### config.mk
export PLATFORM = sky130hd
export DESIGN_NAME = mem_port_arbiter
export DESIGN_NICKNAME = d
export VERILOG_FILES = /design/src/rtl/mem_port_arbiter.sv
export SDC_FILE = /design/constraint.sdc
export NUM_CORES = 1
export LEC_CHECK = 0
export ABC_AREA = 1
export CORE_ASPECT_RATIO = 1.2
export CORE_MARGIN = 2
export CORE_UTILIZATION = 42
export DETAILED_ROUTE_END_ITERATION = 7
export GPL_TIMING_DRIVEN = 0
export PLACE_DENSITY = 0.85
export SLEW_MARGIN = 20
export SYNTH_ARGS = -nofsm -noshare
export SYNTH_HDL_FRONTEND = slang
export SYNTH_SLANG_ARGS = --single-unit
### constraint.sdc
create_clock -name clk -period 1.9 [get_ports clk]
set_clock_uncertainty 0.2 [all_clocks]
set_input_delay 0.475 -clock clk [delete_from_list [all_inputs] [get_ports clk]]
set_output_delay 0.475 -clock clk [all_outputs]
set_load 0.05 [all_outputs]
### src/rtl/mem_port_arbiter.sv
// mem_port_arbiter: shares one single-port synchronous RAM between the CPU
// memory path (port 0) and the I/O loader/DMA port (port 1). One complete
// read or write runs at a time through IDLE -> ACCESS -> WAIT -> DONE.
// When both ports request in IDLE, round-robin picks the winner.
// Optional macro ARB_FIXED_PRIO_EN: port 0 always wins a tie. last_grant is
// still updated in that build but does not affect the choice.
module mem_port_arbiter #(
  parameter int AW = 9,
  parameter int DW = 32
) (
  input  logic          clk,
  input  logic          rst_n,
  input  logic          req0,
  input  logic          req1,
  input  logic          we0,
  input  logic          we1,
  input  logic [AW-1:0] addr0,
  input  logic [AW-1:0] addr1,
  input  logic [DW-1:0] wdata0,
  input  logic [DW-1:0] wdata1,
  output logic          gnt0,
  output logic          gnt1,
  output logic          done0,
  output logic          done1,
  output logic [DW-1:0] rdata0,
  output logic [DW-1:0] rdata1,
  output logic          busy,
  output logic [AW-1:0] ram_addr,
  output logic [DW-1:0] ram_wdata,
  output logic          ram_write,
  input  logic [DW-1:0] ram_rdata
);

  typedef enum logic [1:0] {
    IDLE   = 2'b00,
    ACCESS = 2'b01,
    WAIT   = 2'b10,
    DONE   = 2'b11
  } state_t;

  state_t        state;
  state_t        state_next;
  logic          any_req;
  logic          winner;
  logic          owner;
  logic          last_grant;
  logic          lat_we;
  logic [AW-1:0] lat_addr;
  logic [DW-1:0] lat_wdata;

  // Choose which port wins the RAM if a request is sampled in IDLE
  always_comb begin
    any_req = req0 | req1;
`ifdef ARB_FIXED_PRIO_EN
    winner = ~req0;
`else
    if (req0 && req1) begin
      winner = ~last_grant;
    end else begin
      winner = ~req0;
    end
`endif
  end

  // State register; a reset drops any transaction in flight
  always_ff @(posedge clk or negedge rst_n) begin
    if (!rst_n) begin
      state <= IDLE;
    end else begin
      state <= state_next;
    end
  end

  // Next-state logic: requests are only looked at in IDLE
  always_comb begin
    state_next = state;
    case (state)
      IDLE:    if (any_req) state_next = ACCESS;
      ACCESS:  state_next = WAIT;
      WAIT:    state_next = DONE;
      DONE:    state_next = IDLE;
      default: state_next = IDLE;
    endcase
  end

  // Latch the winner's request, record ownership and capture read data
  always_ff @(posedge clk or negedge rst_n) begin
    if (!rst_n) begin
      owner      <= 1'b0;
      last_grant <= 1'b1;
      lat_we     <= 1'b0;
      lat_addr   <= '0;
      lat_wdata  <= '0;
      rdata0     <= '0;
      rdata1     <= '0;
    end else begin
      if (state == IDLE && any_req) begin
        owner      <= winner;
        last_grant <= winner;
        lat_we     <= winner ? we1 : we0;
        lat_addr   <= winner ? addr1 : addr0;
        lat_wdata  <= winner ? wdata1 : wdata0;
      end
      if (state == WAIT && !lat_we) begin
        if (owner) begin
          rdata1 <= ram_rdata;
        end else begin
          rdata0 <= ram_rdata;
        end
      end
    end
  end

  // Outputs decoded purely from registered state, never from the requests
  always_comb begin
    busy      = (state != IDLE);
    gnt0      = busy & ~owner;
    gnt1      = busy & owner;
    done0     = (state == DONE) & ~owner;
    done1     = (state == DONE) & owner;
    ram_write = (state == ACCESS) & lat_we;
    ram_addr  = lat_addr;
    ram_wdata = lat_wdata;
  end

endmodule

# Word-level counts from Yosys, hierarchy flattened
# Index checks and enable logic that the tools add are counted.
[classes]
n_eq_ne = 4
muxes = 6
bitwise = 9
n_reduce_logical = 8
[ops]
columns = ["cell", "n"]
rows = [
  ["$mux W32", 1],
  ["$mux W9", 1],
  ["$pmux W2 S4", 1],
  ["$and A1 B1 Y1", 5],
  ["$eq A2 B2 Y1 const B", 2],
  ["$reduce_and A2 Y1", 2],
  ["$logic_and A1 B1 Y1", 3],
  ["$not A1 Y1", 3],
  ["$eq A2 B1 Y1 const B", 1],
  ["$logic_not A2 Y1", 1],
  ["$mux W1", 2],
  ["$mux W2", 1],
  ["$ne A2 B2 Y1 const B", 1],
  ["$reduce_bool A2 Y1", 1],
  ["$logic_not A1 Y1", 1],
  ["$or A1 B1 Y1", 1],
]
[totals]
ff_bits = 110
in_bits = 120
wordCells = 35

# Logic depth before layout (Yosys ltp)
[depth]
ltp_word = 3
depth_mapped = 8
ltp_nobuf = 7

# Worst setup path before layout
# Ideal clock, no wire load.
[synth_path]
path_type = "flip-flop to output port"
start = "register state[0]"
end = "output port gnt1"
t_arrival_ns = 1.296
slack_ns = -0.071
stages_incl_launch_ff = 4
path_buffers = 0
path_cell_list = "dfrtp_1 > inv_1 > ha_1 > nor2_1"
[synth_between]
elab_chain_len = 2
[synth_lines]
columns = ["item", "line", "source"]
rows = [
  ["start: declaration", "41", "state_t state;"],
  ["start signal: assignment", "70", "state <= state_next;"],
  ["$reduce_bool A2 Y1", "116", "busy = (state != IDLE);"],
  ["$and A1 B1 Y1", "118", "gnt1 = busy & owner;"],
  ["end: declaration", "22", "output logic gnt1,"],
]
# Every way passes these cells.

# Final worst setup path
[layout_path]
start = "register state[1]"
end = "output port gnt1"
# Same word-level chain as after synthesis.

==> metrics <==
Setup crit end kind primary output; total congestion overflow 0; Buffers on Ports 229; HP Class register to register; initial DRC count 194; TritonCTS Buffers 9; Post-Syn Nets 757; row count 43; clock root cell clkbuf_16; drt wl/cell 14.0 µm; min cycle time layout 2.03 ns; RSZ-0062 raised after global routing true; reg-to-reg startpoint state[0]; layout cells sized above 1 0.207; # diodes 0; critical path startpoint category register; remaining antenna violation count 0; fin util 0.672; post-route setup slack -0.128 ns; CORE AREA 11,600 µm²; DRC viols 0; maximum root-to-sink buffer count 2; final hold violations 0; pin count of the biggest net entering global routing 57; vias in the first global route 4,665; post-synthesis sequential area ratio 0.548; Worst-path clk slew 0.07 ns; Syn. warnings 0; Cell Count, Final, Fillers Out 1,043; Reg2Reg Setup Slack 0.08 ns; initial antenna violation count 0; P&R area growth vs syn 55.1%; CP Data Arrival Time 1.35 ns; # IOs 231; slowest stage cell, crit path dfrtp_2; die width 104 µm; Power Density 1960 nW/µm²; Max Clk Rate 493 MHz; CP Capture Point gnt1; critical path type register to primary output; worst path buffer plus inverter count 3; Nets 1,006; Initial Utilization 0.433; post-place setup slack -0.445 ns; sinks on the clock net 110; maximum vdd drop 837 µV; Placed Instances 1,019; Worst Setup SP state[1]; syn avg cell area 7.96 µm²; Slew Viols, Final 0; first-pass GRT wire length 23.0 mm; Max-Cap Viols 0; Detailed Place HPWL 11.0 mm; register bit total from synthesis 110; routability cong. 0.789; Crit path max-delay family flip-flops; Die Ht 124 µm; detailed-route via count 4,922; critical path required time 1.22 ns; Cell Area, Synth 5030 µm²; crit-path max FO 3; Clock Latency Late Sink 0.34 ns; Yosys cell types 15; fin crit share 1.07; Slew Limit Headroom 0.656; outcome finished, violations left; max incr delay on CP 0.40 ns; leakage power 4.19 nW; Filler cells 966; Total Power 15.3 mW; wirelength, routed 14.6 mm; Least-Margin Pin Slew 0.517 ns; H-tree levels 3; CTS tree built; worst r2r path cells 7; worst-path cell chain inv_4 -> buf_6 -> ha_4 -> nor2_4 -> buf_8; Setup violations, final 6; TritonRoute pass-1 iters 4; Die ar. 12,900 µm²; gate count of the mapped netlist 632; Final TNS setup -0.542 ns; Total Routing Usage GR 0.225; FF-to-FF End rdata0[15]; via-per-instance ratio 4.72; violated checks negative setup slack; Crit. path cell count 5
sequential cells by signal (all words and copies together) (netlist names):
register	cells
lat_we	1
ram_wdata	32
last_grant	1
state	2
rdata0	32
rdata1	32
ram_addr	9
owner	1
Yosys cell counts, drive strengths merged:
| library cell | n | area share |
|---|---|---|
| a21oi | 1 | 0.0032 |
| buf | 16 | 0.023 |
| clkbuf | 17 | 0.013 |
| dfrtp | 109 | 0.54 |
| dfstp | 1 | 0.0052 |
| ha | 5 | 0.012 |
| inv | 128 | 0.096 |
| nand2 | 196 | 0.15 |
| nand3 | 87 | 0.089 |
| nor2 | 3 | 0.0022 |
| o21ai | 69 | 0.069 |
layer usage:
metal  up-vias  GRT usage  wire length [µm]
li1       2417          -                 -
met1      2274      0.265              5900
met2       207      0.394              7190
met3        24     0.0665              1160
met4         0     0.0785               349
met5         -          0                 0
how the worst min path moves through the flow:
stage	slack [ns]	end	from	depth (start not counted)
2_1_floorplan	-0.02	lat_we	rst_n	0
3_3_place_gp	0.26	ram_addr[0]	ram_addr[0]	2
3_5_place_dp	0.27	rdata1[15]	rst_n	1
4_1_cts	0.28	ram_wdata[27]	ram_wdata[27]	2
5_1_grt	0.30	ram_wdata[6]	ram_wdata[6]	2
6_report	0.28	ram_wdata[4]	ram_wdata[4]	2
cell type report:
class | count | area [µm²] | share of cell area
Buffer | 33 | 210 | 0.0269
Clock buffer | 10 | 239 | 0.0306
Clock inverter | 6 | 77.6 | 0.00994
Inverter | 128 | 485 | 0.0622
Multi-Input combinational cell | 361 | 1710 | 0.219
Sequential cell | 110 | 2760 | 0.353
Tap cell | 157 | 196 | 0.0252
Timing Repair Buffer | 238 | 2130 | 0.273
power by group:
part | switching, mW | total (mW) | internal (mW)
clock network | 0.897 | 1.98 | 1.08
logic | 6.58 | 9.10 | 2.52
registers | 0.682 | 4.23 | 3.55
through the flow:
| stage | instance area, µm² | hold WS (ns) |
|---|---|---|
| 2_1_floorplan | 5030 | -0.0206 |
| 3_3_place_gp | 7520 | 0.261 |
| 3_5_place_dp | 7550 | 0.265 |
| 4_1_cts | 7990 | 0.285 |
| 5_1_grt | 7800 | 0.297 |
| 6_report | 7800 | 0.280 |
kinds of logic after synthesis:
family	after synthesis	synth area share
DFF	110	0.548
and+or+nand+nor	286	0.237
AOI/OAI and AO/OA	70	0.0719
adders and majority gates	5	0.0124
buffers and inverters	161	0.131
placed cells by master, fill, tap and decap left out, types with 2 or more instances in the layout:
cell / Yosys / layout
buf_8: 0 / 5
nand3_1: 85 / 85
buf_4: 4 / 12
buf_6: 4 / 7
ha_2: 0 / 2
dfrtp_1: 109 / 106
nor2_4: 0 / 3
buf_2: 8 / 11
clkdlybuf4s15_2: 0 / 32
o21ai_1: 0 / 5
ha_4: 0 / 3
clkdlybuf4s15_1: 0 / 6
clkdlybuf4s50_1: 0 / 117
clkbuf_2: 0 / 71
inv_4: 0 / 2
nand3_4: 0 / 2
dfrtp_2: 0 / 3
inv_2: 2 / 5
clkbuf_1: 17 / 4
nand2_1: 196 / 194
o21ai_0: 69 / 64
clkbuf_4: 0 / 3
inv_1: 126 / 121
inv_8: 0 / 2
clkbuf_16: 0 / 9
clkinv_4: 0 / 2
worst register-to-register path: stages, from the launching register on:
cell and delay (ns):
dfrtp_2 0.46, inv_2 0.11, buf_4 0.12, ha_2 0.24, nand3_4 0.16, buf_2 0.24
nand2_1 0.07, o21ai_0 0.10
what timing repair did:
item	4_1_cts	5_1_grt
hold buffers	1	0
buffers inserted	2	5
resized for setup	303	117
pin swaps	2	4
endpoints found under the setup margin	143	153
endpoints found under the hold margin	53	0
Note: power is estimated with default switching activity, not from simulation.
